### config.mk
export PLATFORM = sky130hd
export DESIGN_NAME = keypad_scanner
export DESIGN_NICKNAME = d
export VERILOG_FILES = /design/src/rtl/keypad_scanner.sv
export SDC_FILE = /design/constraint.sdc
export NUM_CORES = 1
export LEC_CHECK = 0
export CAP_MARGIN = 15
export CORE_MARGIN = 3
export CORE_UTILIZATION = 45
export CTS_CLUSTER_DIAMETER = 80
export DETAILED_ROUTE_END_ITERATION = 10
export HOLD_SLACK_MARGIN = 0.08
export MAX_ROUTING_LAYER = met4
export PLACE_DENSITY_LB_ADDON = 0.1
export RECOVER_POWER = 25
export SYNTH_ARGS = -nofsm -noshare
export SYNTH_HDL_FRONTEND = slang
export SYNTH_SLANG_ARGS = --single-unit
### constraint.sdc
create_clock -name clk -period 3 [get_ports clk]
set_clock_uncertainty 0.05 [all_clocks]
set_input_delay 0.6 -clock clk [delete_from_list [all_inputs] [get_ports clk]]
set_output_delay 0.6 -clock clk [all_outputs]
set_load 0.005 [all_outputs]
### src/rtl/keypad_scanner.sv
`default_nettype none
// ============================================================================
// keypad_scanner : 4x4 active-low matrix keypad scan with press/release debounce
// Revision: 1.0
// ============================================================================
module keypad_scanner #(
   parameter int unsigned DEBOUNCE = 3
) (
   input  logic       clk,
   input  logic       rst,
   input  logic       tick,
   input  logic [3:0] row,
   output logic [3:0] col,
   output logic [3:0] key_code,
   output logic       key_valid,
   output logic       key_down
);

   localparam logic [3:0] c_debounce_n = 4'(DEBOUNCE);

   typedef enum logic [1:0] {
      FR_NONE   = 2'd0,
      FR_SINGLE = 2'd1,
      FR_MULTI  = 2'd2
   } frame_t;

   typedef enum logic [1:0] {
      S_IDLE     = 2'd0,
      S_DEBOUNCE = 2'd1,
      S_PRESSED  = 2'd2
   } state_t;

   logic [3:0] r_row_m;
   logic [3:0] r_row_s;
   logic [1:0] r_c;
   logic [1:0] r_acc_cnt;
   logic [3:0] r_acc_key;
   logic       r_frame_vld;
   frame_t     r_frame_cls;
   logic [3:0] r_frame_key;

   state_t     r_state;
   logic [3:0] r_cand;
   logic [3:0] r_n;
   logic [3:0] r_key_code;
   logic       r_key_valid;
   logic       r_key_down;

   logic [3:0] w_col_low;
   logic [2:0] w_col_cnt;
   logic [1:0] w_col_sat;
   logic [1:0] w_col_row;
   logic [2:0] w_tot_raw;
   logic [1:0] w_tot;
   logic [3:0] w_tot_key;

   state_t     w_state_nx;
   logic [3:0] w_cand_nx;
   logic [3:0] w_n_nx;
   logic [3:0] w_code_nx;
   logic       w_valid_nx;
   logic       w_down_nx;

   assign col       = ~(4'b0001 << r_c);
   assign key_code  = r_key_code;
   assign key_valid = r_key_valid;
   assign key_down  = r_key_down;

   // Low-bit count saturates at 2: only none / one / many matters per frame.
   assign w_col_low = ~r_row_s;
   assign w_col_cnt = {2'b00, w_col_low[0]} + {2'b00, w_col_low[1]}
                    + {2'b00, w_col_low[2]} + {2'b00, w_col_low[3]};
   assign w_col_sat = (w_col_cnt >= 3'd2) ? 2'd2 : w_col_cnt[1:0];
   assign w_tot_raw = {1'b0, r_acc_cnt} + {1'b0, w_col_sat};
   assign w_tot     = (w_tot_raw >= 3'd2) ? 2'd2 : w_tot_raw[1:0];
   assign w_tot_key = (r_acc_cnt == 2'd0 && w_col_cnt == 3'd1) ? {w_col_row, r_c} : r_acc_key;

   always_comb begin
      w_col_row = 2'd0;
      if (w_col_low[3]) w_col_row = 2'd3;
      if (w_col_low[2]) w_col_row = 2'd2;
      if (w_col_low[1]) w_col_row = 2'd1;
      if (w_col_low[0]) w_col_row = 2'd0;
   end

   always_ff @(posedge clk) begin
      if (rst) begin
         r_row_m     <= 4'hF;
         r_row_s     <= 4'hF;
         r_c         <= 2'd0;
         r_acc_cnt   <= 2'd0;
         r_acc_key   <= 4'h0;
         r_frame_vld <= 1'b0;
         r_frame_cls <= FR_NONE;
         r_frame_key <= 4'h0;
      end else begin
         r_row_m     <= row;
         r_row_s     <= r_row_m;
         r_frame_vld <= 1'b0;
         if (tick) begin
            r_c <= r_c + 2'd1;
            if (r_c == 2'd3) begin
               r_frame_vld <= 1'b1;
               r_frame_key <= w_tot_key;
               r_frame_cls <= (w_tot == 2'd0) ? FR_NONE :
                              (w_tot == 2'd1) ? FR_SINGLE : FR_MULTI;
               r_acc_cnt   <= 2'd0;
               r_acc_key   <= 4'h0;
            end else begin
               r_acc_cnt   <= w_tot;
               r_acc_key   <= w_tot_key;
            end
         end
      end
   end

   // Frame results arrive one clk after the closing tick, so outputs follow one clk later.
   always_comb begin
      w_state_nx = r_state;
      w_cand_nx  = r_cand;
      w_n_nx     = r_n;
      w_code_nx  = r_key_code;
      w_valid_nx = 1'b0;
      w_down_nx  = r_key_down;
      if (r_frame_vld) begin
         case (r_state)
            S_IDLE: begin
               if (r_frame_cls == FR_SINGLE) begin
                  w_cand_nx = r_frame_key;
                  if (c_debounce_n == 4'd1) begin
                     w_state_nx = S_PRESSED;
                     w_code_nx  = r_frame_key;
                     w_valid_nx = 1'b1;
                     w_down_nx  = 1'b1;
                     w_n_nx     = 4'd0;
                  end else begin
                     w_state_nx = S_DEBOUNCE;
                     w_n_nx     = 4'd1;
                  end
               end
            end
            S_DEBOUNCE: begin
               if (r_frame_cls == FR_SINGLE && r_frame_key == r_cand) begin
                  if (r_n + 4'd1 == c_debounce_n) begin
                     w_state_nx = S_PRESSED;
                     w_code_nx  = r_cand;
                     w_valid_nx = 1'b1;
                     w_down_nx  = 1'b1;
                     w_n_nx     = 4'd0;
                  end else begin
                     w_n_nx = r_n + 4'd1;
                  end
               end else if (r_frame_cls == FR_SINGLE) begin
                  w_cand_nx = r_frame_key;
                  w_n_nx    = 4'd1;
               end else begin
                  w_state_nx = S_IDLE;
                  w_n_nx     = 4'd0;
               end
            end
            S_PRESSED: begin
               if (r_frame_cls == FR_NONE) begin
                  if (r_n + 4'd1 == c_debounce_n) begin
                     w_state_nx = S_IDLE;
                     w_down_nx  = 1'b0;
                     w_n_nx     = 4'd0;
                  end else begin
                     w_n_nx = r_n + 4'd1;
                  end
               end else begin
                  w_n_nx = 4'd0;
               end
            end
            default: begin
               w_state_nx = S_IDLE;
               w_n_nx     = 4'd0;
            end
         endcase
      end
   end

   always_ff @(posedge clk) begin
      if (rst) begin
         r_state     <= S_IDLE;
         r_cand      <= 4'h0;
         r_n         <= 4'd0;
         r_key_code  <= 4'h0;
         r_key_valid <= 1'b0;
         r_key_down  <= 1'b0;
      end else begin
         r_state     <= w_state_nx;
         r_cand      <= w_cand_nx;
         r_n         <= w_n_nx;
         r_key_code  <= w_code_nx;
         r_key_valid <= w_valid_nx;
         r_key_down  <= w_down_nx;
      end
   end

endmodule
`default_nettype wire

-- Yosys cells after proc, flatten, opt, wreduce, memory -nomap -nowiden
Cells that the tools add are included.
- register bits after elaboration: 39
- logic and storage cells: 95
- output and inout port bits: 10
- input bits: 7
- bitwise logic cells: 6
- shifts and indexed selects: 1
- muxes and demuxes: 34
- add/subtract/negate cells: 6
- reduce and logical (&&, ||, !) cells: 16
- $lt $le $gt $ge: 2
- eq/ne operators: 16
- operators by type and width (cell ; count):
    4-bit 2-to-1 mux ; 8
    2-bit 2-to-1 mux ; 15
    2-bit inequality test, second input constant ; 6
    4-bit one-hot mux with 3 select lines ; 1
    6-bit AND reduction ; 2
    2-bit logical NOT ; 4
    4-bit NOT ; 2
    4-bit one-hot mux with 2 select lines ; 1
    1-bit 2-to-1 mux ; 7
    2-bit by 1-bit == test with 1-bit output, second input constant ; 3
    3-bit by 2-bit >= comparator with 1-bit output, second input constant ; 2
    3-bit inequality test, second input constant ; 2
    2-bit one-hot mux with 3 select lines ; 1
    4-bit by 1-bit adder with 4-bit output, second input constant ; 1
    2-bit == test, second input constant ; 2
    4-bit by 2-bit == test with 1-bit output, second input constant ; 1
    4-bit == test ; 1
    1-bit NOT ; 4
    2-bit AND reduction ; 2
    4-bit AND reduction ; 1
    2-bit nonzero test ; 2
    4-bit OR reduction ; 1
    1-bit by 2-bit left shift with 4-bit output, first input constant ; 1
    2-bit by 1-bit adder with 3-bit output ; 1
    other kinds (9) ; 10

-- Longest topological paths before layout
Gate-level depths: netlist (run 1).
- word-level depth: 12
- depth in mapped cells: 12
- depth with buffers taken out: 12

-- Worst setup path before layout (run 1)
OpenSTA, ideal clock, no wires.
- kind: register to register
- from: register r_row_s[0]
- to: register r_acc_key[3]
- arrival time: 2296 ps
- path buffers: 0
- setup time: 128 ps
- cell stages (with the launch flop): 10
- data required time: 2822 ps
- setup slack: 526 ps
- clock period less this slack: 2474 ps
- path through: dfxtp_1 -> fa_1 -> inv_1 -> ha_1 -> inv_1 -> ha_1 -> nor4_4 -> mux2_2 -> a21oi_1 -> nor2_1
- longest elaborated chain between the ends: 8
- elaborated cells on any way between the ends: 9
- those cells by class: 3 x add/sub; 1 x eq/ne; 3 x mux; 1 x bitwise; 1 x reduce/logical
- RTL lines (element ; RTL line ; text):
    start, declared ; 34 ; logic [3:0] r_row_s;
    start signal, assigned ; 98 ; r_row_s <= r_row_m;
    4-bit NOT (*) ; 70 ; assign w_col_low = ~r_row_s;
    1-bit by 1-bit adder with 2-bit output ; 71 ; assign w_col_cnt = {2'b00, w_col_low[0]} + {2'b00, w_col_low[1]}
    2-bit by 1-bit adder with 3-bit output ; 72 ; + {2'b00, w_col_low[2]} + {2'b00, w_col_low[3]};
    3-bit by 1-bit adder with 3-bit output ; 72 ;
    3-bit by 1-bit == test with 1-bit output ; 76 ; assign w_tot_key = (r_acc_cnt == 2'd0 && w_col_cnt == 3'd1) ? {w_col_row, r_c} : r_acc_key;
    1-bit logical AND ; 76 ;
    4-bit 2-to-1 mux (*) ; 76 ;
    4-bit 2-to-1 mux (*) ; 102 ; if (r_c == 2'd3) begin
    end signal, assigned ; 111 ; r_acc_key <= w_tot_key;
    end, declared ; 37 ; logic [3:0] r_acc_key;
Every way passes the cells marked *; elsewhere a longest branch is shown, timed or not.
A chain may end at the register's enable or synchronous reset.

-- Worst setup path in the final report (run 1)
Ends and elaborated chain as after synthesis.

==> impl_metrics.yaml, run 1 <==
pwr:
  cellPowerDensity_nw_per_um2: 475.1
  power.leakage_nw: 0.8517
  vdd_drop_max_mv: 0.2116
routing:
  viasPerCell: 5.368
  wl_um: 3732
  ant_nets: 0
  num_vias: 1530
  drc: 0
  detail_route.first_pass.iterations: 4
  drt_iter0_drc: 82
  wl_per_cell_um: 13.09
sta:
  post-route-period-util_pct: 90.22
  tns_ns: 0
  setup_viol: 0
  setup_slack_ns: 0.2934
  maxSlewViolCount: 38
  rsz0062_at_grt: "false"
  layout_min_cycle_time_ns: 2.707
  maxSlewHeadroom_pct: -0.9585
  tightest_slew_ns: 1.514
  timing_hold_violations_final: 0
  max_clock_freq_ghz: 0.3695
critical_path:
  critPathCaptureType: "register"
  cp.arrival_ns: 2.77
  crit_fanout: 7
  crit_path_max_incr_delay_ns: 0.54
  crit_chain: "fa_1, inv_1, ha_1, inv_1, ha_1, nor4_4, mux2_2, a21oi_1, nor2_1"
  slowest_stage: "fa_1"
  setup.worst_path.start_class: "register"
  path_class: "register to register"
  required_ns: 3.06
clock_tree:
  clock_sinks: 39
  holdBufCountCts: 0
  cts_tree: "yes"
  ctsResizeCount: 0
  cts_max_path_buffers: 2
  post_cts_buffers: 0
  clk_pin_slew_worst_paths_ns: 0.08
  clk_latency_ns: 0.29
  cts-root-buf: "clkbuf_8"
  numCtsBuffers: 5
  h-tree-depth: 2
yosys:
  synth-seq-cells: 39
  synth_top_area_share_pct: 39.62
  async_flop_share_pct: 0
  syn_nets: 240
  yosysWarnings: 0
  synthFlopType: "dfxtp_1"
  ys_seq_area_share_pct: 39.62
  synthesis.area_um2: 1971
  yosysUniqueCellTypes: 44
  synth_area_leader_cell: "dfxtp_1"
  synth_edf_count: 0
  synth_cells: 221
  yosys-top-cells-area: "dfxtp_1 40%, ha_1 6.3%, a21oi_1 4.6%"
  postSynthAreaPerCell_um2: 8.917
floorplanning:
  die-area_um2: 5209
  rows: 23
  core_um2: 4115
  initial_core_util_pct: 47.89
  die_width_um: 72.18
  ios: 17
  die_h_um: 72.18
flow_run:
  drv_cap: 1
final_layout:
  n_fill_cell: 368
  synthToLayoutAreaGrowth_pct: 14.54
  drive_above_1_share_pct: 10.21
  final_cells: 285
  multi_input_area_um2: 1091
  mostFrequentLayoutCells: "39 x dfxtp_1, 20 x nor2_1, 18 x a21oi_1"
  seq_area_um2: 780.7
  fin_nets: 254
  n_antenna_cell: 0
  final_common_cell: "dfxtp_1"
  postLayoutCellArea_um2: 2257
global_route:
  grt_pass1_vias: 1523
  grt_max_degree: 38
  overflow: 0
  grt_pass1_wl_um: 6637
  grt_usage_pct: 16.45
  antenna_found_initial: 0
placed_design:
  place_inst: 278
  placed_area_um2: 2158
  dp.final_hpwl_um: 2686
  dp_slack_ns: 0.3463
  port_buffers: 16
  gp_congestion: 0.8365
run_status:
  violations: "max-capacitance violations, max-slew violations"
  status: "complete, but fails checks"
hold_path:
  holdCritPathClass: "register to register"
[final timing paths]
path	depth (start not counted)	to	startpoint	slack (ns)
setup / recovery	9	r_acc_key[3]	r_row_s[0]	0.29
hold / removal	1	r_row_s[3]	r_row_m[3]	0.37
setup reg to reg	9	r_acc_key[3]	r_row_s[0]	0.29
hold reg to reg	1	r_row_s[3]	r_row_m[3]	0.37
[worst max-delay path: cells and delay by family, from the launching register on]
kind                     cells  cell delay (ns)
AO/OA/AOI/OAI                1             0.15
adder cells (fa/ha/maj)      3             0.98
buffers and inverters        2             0.11
flip-flops                   1             0.34
multiplexers                 1             0.40
AND/OR/NAND/NOR              2             0.51
[final cells by class]
cell class	instances	area share (%)
clock buffers	6	3.215
clock inverters	1	1.330
inverters	15	2.494
multi-input cells	157	48.34
flip-flops and latches	39	34.59
well taps	50	2.772
repair buffers	17	7.262
[power by group]
| part | internal [mW] | total (mW) | switching [mW] |
|---|---|---|---|
| sequential | 0.531 | 0.544 | 0.0125 |
| combinational | 0.0535 | 0.109 | 0.0550 |
| clock | 0.244 | 0.420 | 0.176 |
[Yosys cell counts (2+ instances only)]
library cell	instances
nor4_4	2
nor2_1	20
nand2b_1	5
fa_1	2
a32oi_1	2
nand3_1	8
dfxtp_1	39
mux2_2	2
a211oi_1	2
ha_1	10
mux2i_1	7
nor3_1	4
a21oi_1	18
clkbuf_1	8
and2_1	5
nor2b_1	6
a31oi_1	2
nand2_1	15
nand4_1	4
o21ai_0	9
nor3b_1	2
or2_2	9
inv_1	15
xor2_1	5
[stage by stage]
stage	hold slack (ns)	util [%]	power [mW]
floorplan	0.3395	-	0.6303
global placement	0.3435	52.45	0.6616
detailed placement	0.3515	52.45	0.6661
CTS	0.3699	54.94	1.085
global route	0.3768	54.85	1.124
finish	0.3662	54.85	1.072
[routing by layer]
metal  global-route usage, %  part of all wire (%)  wire length (um)
met1                   19.15                    45              1686
met2                   27.20                    50              1877
met3                   3.740                   3.1               115
met4                   6.889                   1.4                53
met5                       -                     0                 0
[sequential cells by signal, summed over array words and instances (netlist names), 2 cells and up]
name         count
key_code         4
r_acc_cnt        2
r_acc_key        4
r_c              2
r_cand           4
r_frame_cls      2
r_frame_key      4
r_n              4
r_row_m          4
r_row_s          4
r_state          2
[logic make-up after synthesis]
| kind of cell | after synthesis | share of synthesized area [%] |
|---|---|---|
| and+or+nand+nor | 84 | 23.56 |
| muxes | 9 | 4.698 |
| DFF | 39 | 39.62 |
| adders and majority gates | 12 | 8.381 |
| AOI/OAI and AO/OA | 46 | 16.06 |
| buffers and inverters | 25 | 5.016 |
| xor gates and xnor gates | 6 | 2.667 |
Note: power is estimated with default switching activity, not from simulation.
==> inputs of run 2 (changes only) <==
--- a/config.mk
+++ b/config.mk
@@ -6,6 +6,7 @@
 export NUM_CORES = 1
 export LEC_CHECK = 0
 export CAP_MARGIN = 15
+export CORE_ASPECT_RATIO = 1.75
 export CORE_MARGIN = 3
 export CORE_UTILIZATION = 45
 export CTS_CLUSTER_DIAMETER = 80
==> impl_metrics.yaml, run 2 (synthesis gave the netlist of run 1 again) <==
sta:
  tightest_slew_ns: 1.192
  tns_ns: 0
  max_clock_freq_ghz: 0.3777
  timing_hold_violations_final: 0
  setup_viol: 0
  maxSlewHeadroom_pct: 20.55
  maxSlewViolCount: 0
  post-route-period-util_pct: 88.26
  layout_min_cycle_time_ns: 2.648
  rsz0062_at_grt: "false"
flow_run:
  drv_cap: 0
routing:
  ant_nets: 0
  wl_um: 3953
  num_vias: 1573
  drt_iter0_drc: 48
  drc: 0
  viasPerCell: 5.519
  detail_route.first_pass.iterations: 4
  wl_per_cell_um: 13.87
floorplanning:
  die-area_um2: 5241
  initial_core_util_pct: 47.04
  rows: 31
  die_h_um: 93.54
  core_um2: 4189
  die_width_um: 56.03
  ios: 17
placed_design:
  place_inst: 277
  gp_congestion: 0.8994
  port_buffers: 16
  dp.final_hpwl_um: 2897
pwr:
  power_frac_comb_pct: 11.0
  vdd_drop_max_mv: 0.3764
  seqPwrFrac_pct: 54.3
  swShare_pct: 25.67
  cellPowerDensity_nw_per_um2: 447.4
  p_sw_mw: 0.2570
  power.internal_mw: 0.7440
  power.leakage_nw: 0.8481
  clkPwrFrac_pct: 34.7
final_layout:
  final_cells: 285
  mostFrequentLayoutCells: "39 x dfxtp_1, 20 x nor2_1, 18 x a21oi_1"
  n_antenna_cell: 0
  fin_nets: 254
  final_common_cell: "dfxtp_1"
  synthToLayoutAreaGrowth_pct: 13.52
  drive_above_1_share_pct: 11.02
global_route:
  overflow: 0
  antenna_found_initial: 0
  grt_max_degree: 28
  grt_usage_pct: 16.86
  grt_pass1_vias: 1582
  grt_pass1_wl_um: 6879
critical_path:
  setup.worst_path.start_class: "register"
  cp.arrival_ns: 2.74
  crit_path_max_incr_delay_ns: 0.53
  critPathTopFamily: "adder cells"
  required_ns: 3.09
  critPathCaptureType: "register"
  path_class: "register to register"
  crit_fanout: 7
  crit_chain: "fa_1, inv_1, ha_1, inv_1, ha_1, nor4_4, mux2_2, a21oi_1, nor2_1"
  path_buf_inv: 2
  slowest_stage: "fa_1"
clock_tree:
  clock_sinks: 39
  holdBufCountCts: 0
  h-tree-depth: 2
  clk_pin_slew_worst_paths_ns: 0.08
  cts_tree: "yes"
  cts-root-buf: "clkbuf_8"
  numCtsBuffers: 5
  post_cts_buffers: 0
  clk_latency_ns: 0.29
  cts_max_path_buffers: 2
  ctsResizeCount: 0
hold_path:
  holdCritPathClass: "register to register"
run_status:
  status: "completed"
==> run 2: changes by cell type in the layout (fill, tap and decap cells not counted), sizes merged <==
cell and delta:
clkinv +3, bufinv -1, clkbuf -1
==> run 2: cell type report <==
| type | count | area (um2) |
|---|---|---|
| fillers | 403 | 1952 |
| multi-input cells | 157 | 1091 |
| flip-flops and latches | 39 | 780.7 |
| repair buffers | 17 | 163.9 |
| clock buffers | 5 | 68.82 |
| well taps | 49 | 61.31 |
| inverters | 15 | 56.30 |
| clock inverters | 3 | 15.01 |
==> run 2: metrics by stage <==
stage	setup WS (ns)	cell area (um2)	power, mW	util (%)	hold slack [ns]
floorplan	0.5264	1971	0.6303	-	0.3395
global placement	0.4427	2157	0.6628	51.49	0.3431
detailed placement	0.3814	2157	0.6679	51.49	0.3523
CTS	0.3777	2241	1.015	53.49	0.3702
global route	0.1464	2237	1.044	53.41	0.3846
finish	0.3522	2237	1.001	53.41	0.3586
==> run 2: power groups by stage <==
stage	clock, mW	combinational [mW]	sequential, mW
after floorplan	0	0.0781	0.552
after global placement	0	0.108	0.555
after detailed placement	0	0.112	0.556
after CTS	0.359	0.113	0.543
after global routing	0.373	0.125	0.546
final	0.347	0.111	0.543
==> run 2: path summary, 6_finish.rpt <==
kind               from            to  slack (ns)  cells after the start
min reg2reg  r_row_m[1]    r_row_s[1]        0.36                      1
min          r_row_m[1]    r_row_s[1]        0.36                      1
max          r_row_s[0]  r_acc_key[3]        0.35                      9
max reg2reg  r_row_s[0]  r_acc_key[3]        0.35                      9
==> run 2: per-layer routing <==
metal / track usage, % / wire (um)
met2: 30.66 / 2137
met3: 3.177 / 132
met1: 16.60 / 1581
met4: 9.109 / 102
met5: - / 0
==> run 2: worst reg2reg max path: cells and delay by family, from the launching register on <==
kind / cells / cell delay (ns)
AOI/OAI and AO/OA: 1 / 0.14
adders and majority gates: 3 / 0.97
buffers and inverters: 2 / 0.10
DFF: 1 / 0.33
muxes: 1 / 0.40
and+or+nand+nor: 2 / 0.49
==> inputs of run 3 (changes only) <==
--- a/config.mk
+++ b/config.mk
@@ -8,7 +8,7 @@
 export CAP_MARGIN = 15
 export CORE_ASPECT_RATIO = 1.75
 export CORE_MARGIN = 3
-export CORE_UTILIZATION = 45
+export CORE_UTILIZATION = 30
 export CTS_CLUSTER_DIAMETER = 80
 export DETAILED_ROUTE_END_ITERATION = 10
 export HOLD_SLACK_MARGIN = 0.08
==> impl_metrics.yaml, run 3 (synthesis gave the netlist of run 1 again) <==
run_status:
  status: "completed"
global_route:
  antenna_found_initial: 0
  grt_max_degree: 28
  grt_pass1_wl_um: 7389
  grt_usage_pct: 13.09
  grt_pass1_vias: 1618
  overflow: 0
hold_path:
  holdCritPathClass: "register to register"
  min_path_cells: 1
final_layout:
  final_common_cell: "dfxtp_1"
  multi_input_area_um2: 1091
  synthToLayoutAreaGrowth_pct: 17.33
  postLayoutCellArea_um2: 2312
  n_antenna_cell: 0
  n_fill_cell: 695
  fin_nets: 255
  mostFrequentLayoutCells: "39 x dfxtp_1, 20 x nor2_1, 18 x a21oi_1"
  seq_area_um2: 780.7
  final_cells: 317
  final_util_pct: 36.84
  drive_above_1_share_pct: 11.39
critical_path:
  critPathTopFamily: "adder cells"
  path_buf_inv: 3
  slowest_stage: "fa_1"
  path_class: "register to register"
  required_ns: 3.08
  crit_path_max_incr_delay_ns: 0.53
  rr_worst_depth: 12
  crit_fanout: 3
  cp.arrival_ns: 2.68
  crit_chain: "fa_1, inv_1, ha_1, inv_1, ha_1, and2_1, ha_1, inv_1, fa_1, nand2_1, a2bb2oi_1, nor2_1"
  path_depth: 12
  critPathCaptureType: "register"
  setup.worst_path.start_class: "register"
sta:
  rsz0062_at_grt: "false"
  layout_min_cycle_time_ns: 2.601
  tns_ns: 0
  maxSlewViolCount: 0
  tightest_slew_ns: 1.280
  worst_hold_slack_ns: 0.3575
  max_clock_freq_ghz: 0.3844
  setup_slack_ns: 0.3985
  setup_viol: 0
  post-route-period-util_pct: 86.72
  maxSlewHeadroom_pct: 14.65
  timing_hold_violations_final: 0
routing:
  drc: 0
  viasPerCell: 4.820
  num_vias: 1528
  wl_per_cell_um: 13.07
  drt_iter0_drc: 53
  detail_route.first_pass.iterations: 4
  wl_um: 4142
  ant_nets: 0
placed_design:
  gp_congestion: 0.7998
  dp.final_hpwl_um: 3108
  placed_area_um2: 2203
  place_inst: 309
  dp_slack_ns: 0.4334
  port_buffers: 16
clock_tree:
  clk_latency_ns: 0.29
  holdBufCountCts: 0
  clk_pin_slew_worst_paths_ns: 0.08
  clock_sinks: 39
  cts-root-buf: "clkbuf_8"
  cts_tree: "yes"
  cts_max_path_buffers: 2
  ctsResizeCount: 0
  numCtsBuffers: 5
  h-tree-depth: 2
  post_cts_buffers: 0
floorplanning:
  rows: 38
  die_h_um: 113.2
  die-area_um2: 7615
  initial_core_util_pct: 31.40
  core_um2: 6276
  ios: 17
  die_width_um: 67.27
pwr:
  power.leakage_nw: 0.8636
  seqPwrFrac_pct: 49.4
  power_frac_comb_pct: 10.3
  p_sw_mw: 0.2634
  cellPowerDensity_nw_per_um2: 475.3
  vdd_drop_max_mv: 0.3013
  power.internal_mw: 0.8355
  total_power_mw: 1.099
  clkPwrFrac_pct: 40.3
  swShare_pct: 23.97
flow_run:
  drv_cap: 0
[run 3: worst paths after layout]
path               from            to  slack, ns
max reg2reg  r_row_s[0]  r_acc_cnt[1]       0.40
min          r_row_m[2]    r_row_s[2]       0.36
min reg2reg  r_row_m[2]    r_row_s[2]       0.36
max          r_row_s[0]  r_acc_cnt[1]       0.40
[run 3: cell type report]
| class | instances | share of cell area (%) |
|---|---|---|
| inverters | 15 | 2.435 |
| multi-input cells | 157 | 47.19 |
| flip-flops and latches | 39 | 33.77 |
| repair buffers | 18 | 7.413 |
| well taps | 80 | 4.329 |
| clock buffers | 5 | 2.976 |
| clock inverters | 3 | 1.894 |
[run 3: layer usage]
metal | track usage, % | wire length, um
met4 | 5.962 | 78
met5 | - | 0
met3 | 2.979 | 90
met1 | 13.43 | 1680
met2 | 22.86 | 2293
[run 3: power groups by stage]
| stage | sequential (mW) | clock, mW | combinational (mW) |
|---|---|---|---|
| 2_1_floorplan | 0.552 | 0 | 0.0781 |
| 3_3_place_gp | 0.556 | 0 | 0.117 |
| 3_5_place_dp | 0.555 | 0 | 0.116 |
| 4_1_cts | 0.543 | 0.470 | 0.117 |
| 5_1_grt | 0.545 | 0.494 | 0.130 |
| 6_report | 0.543 | 0.443 | 0.113 |
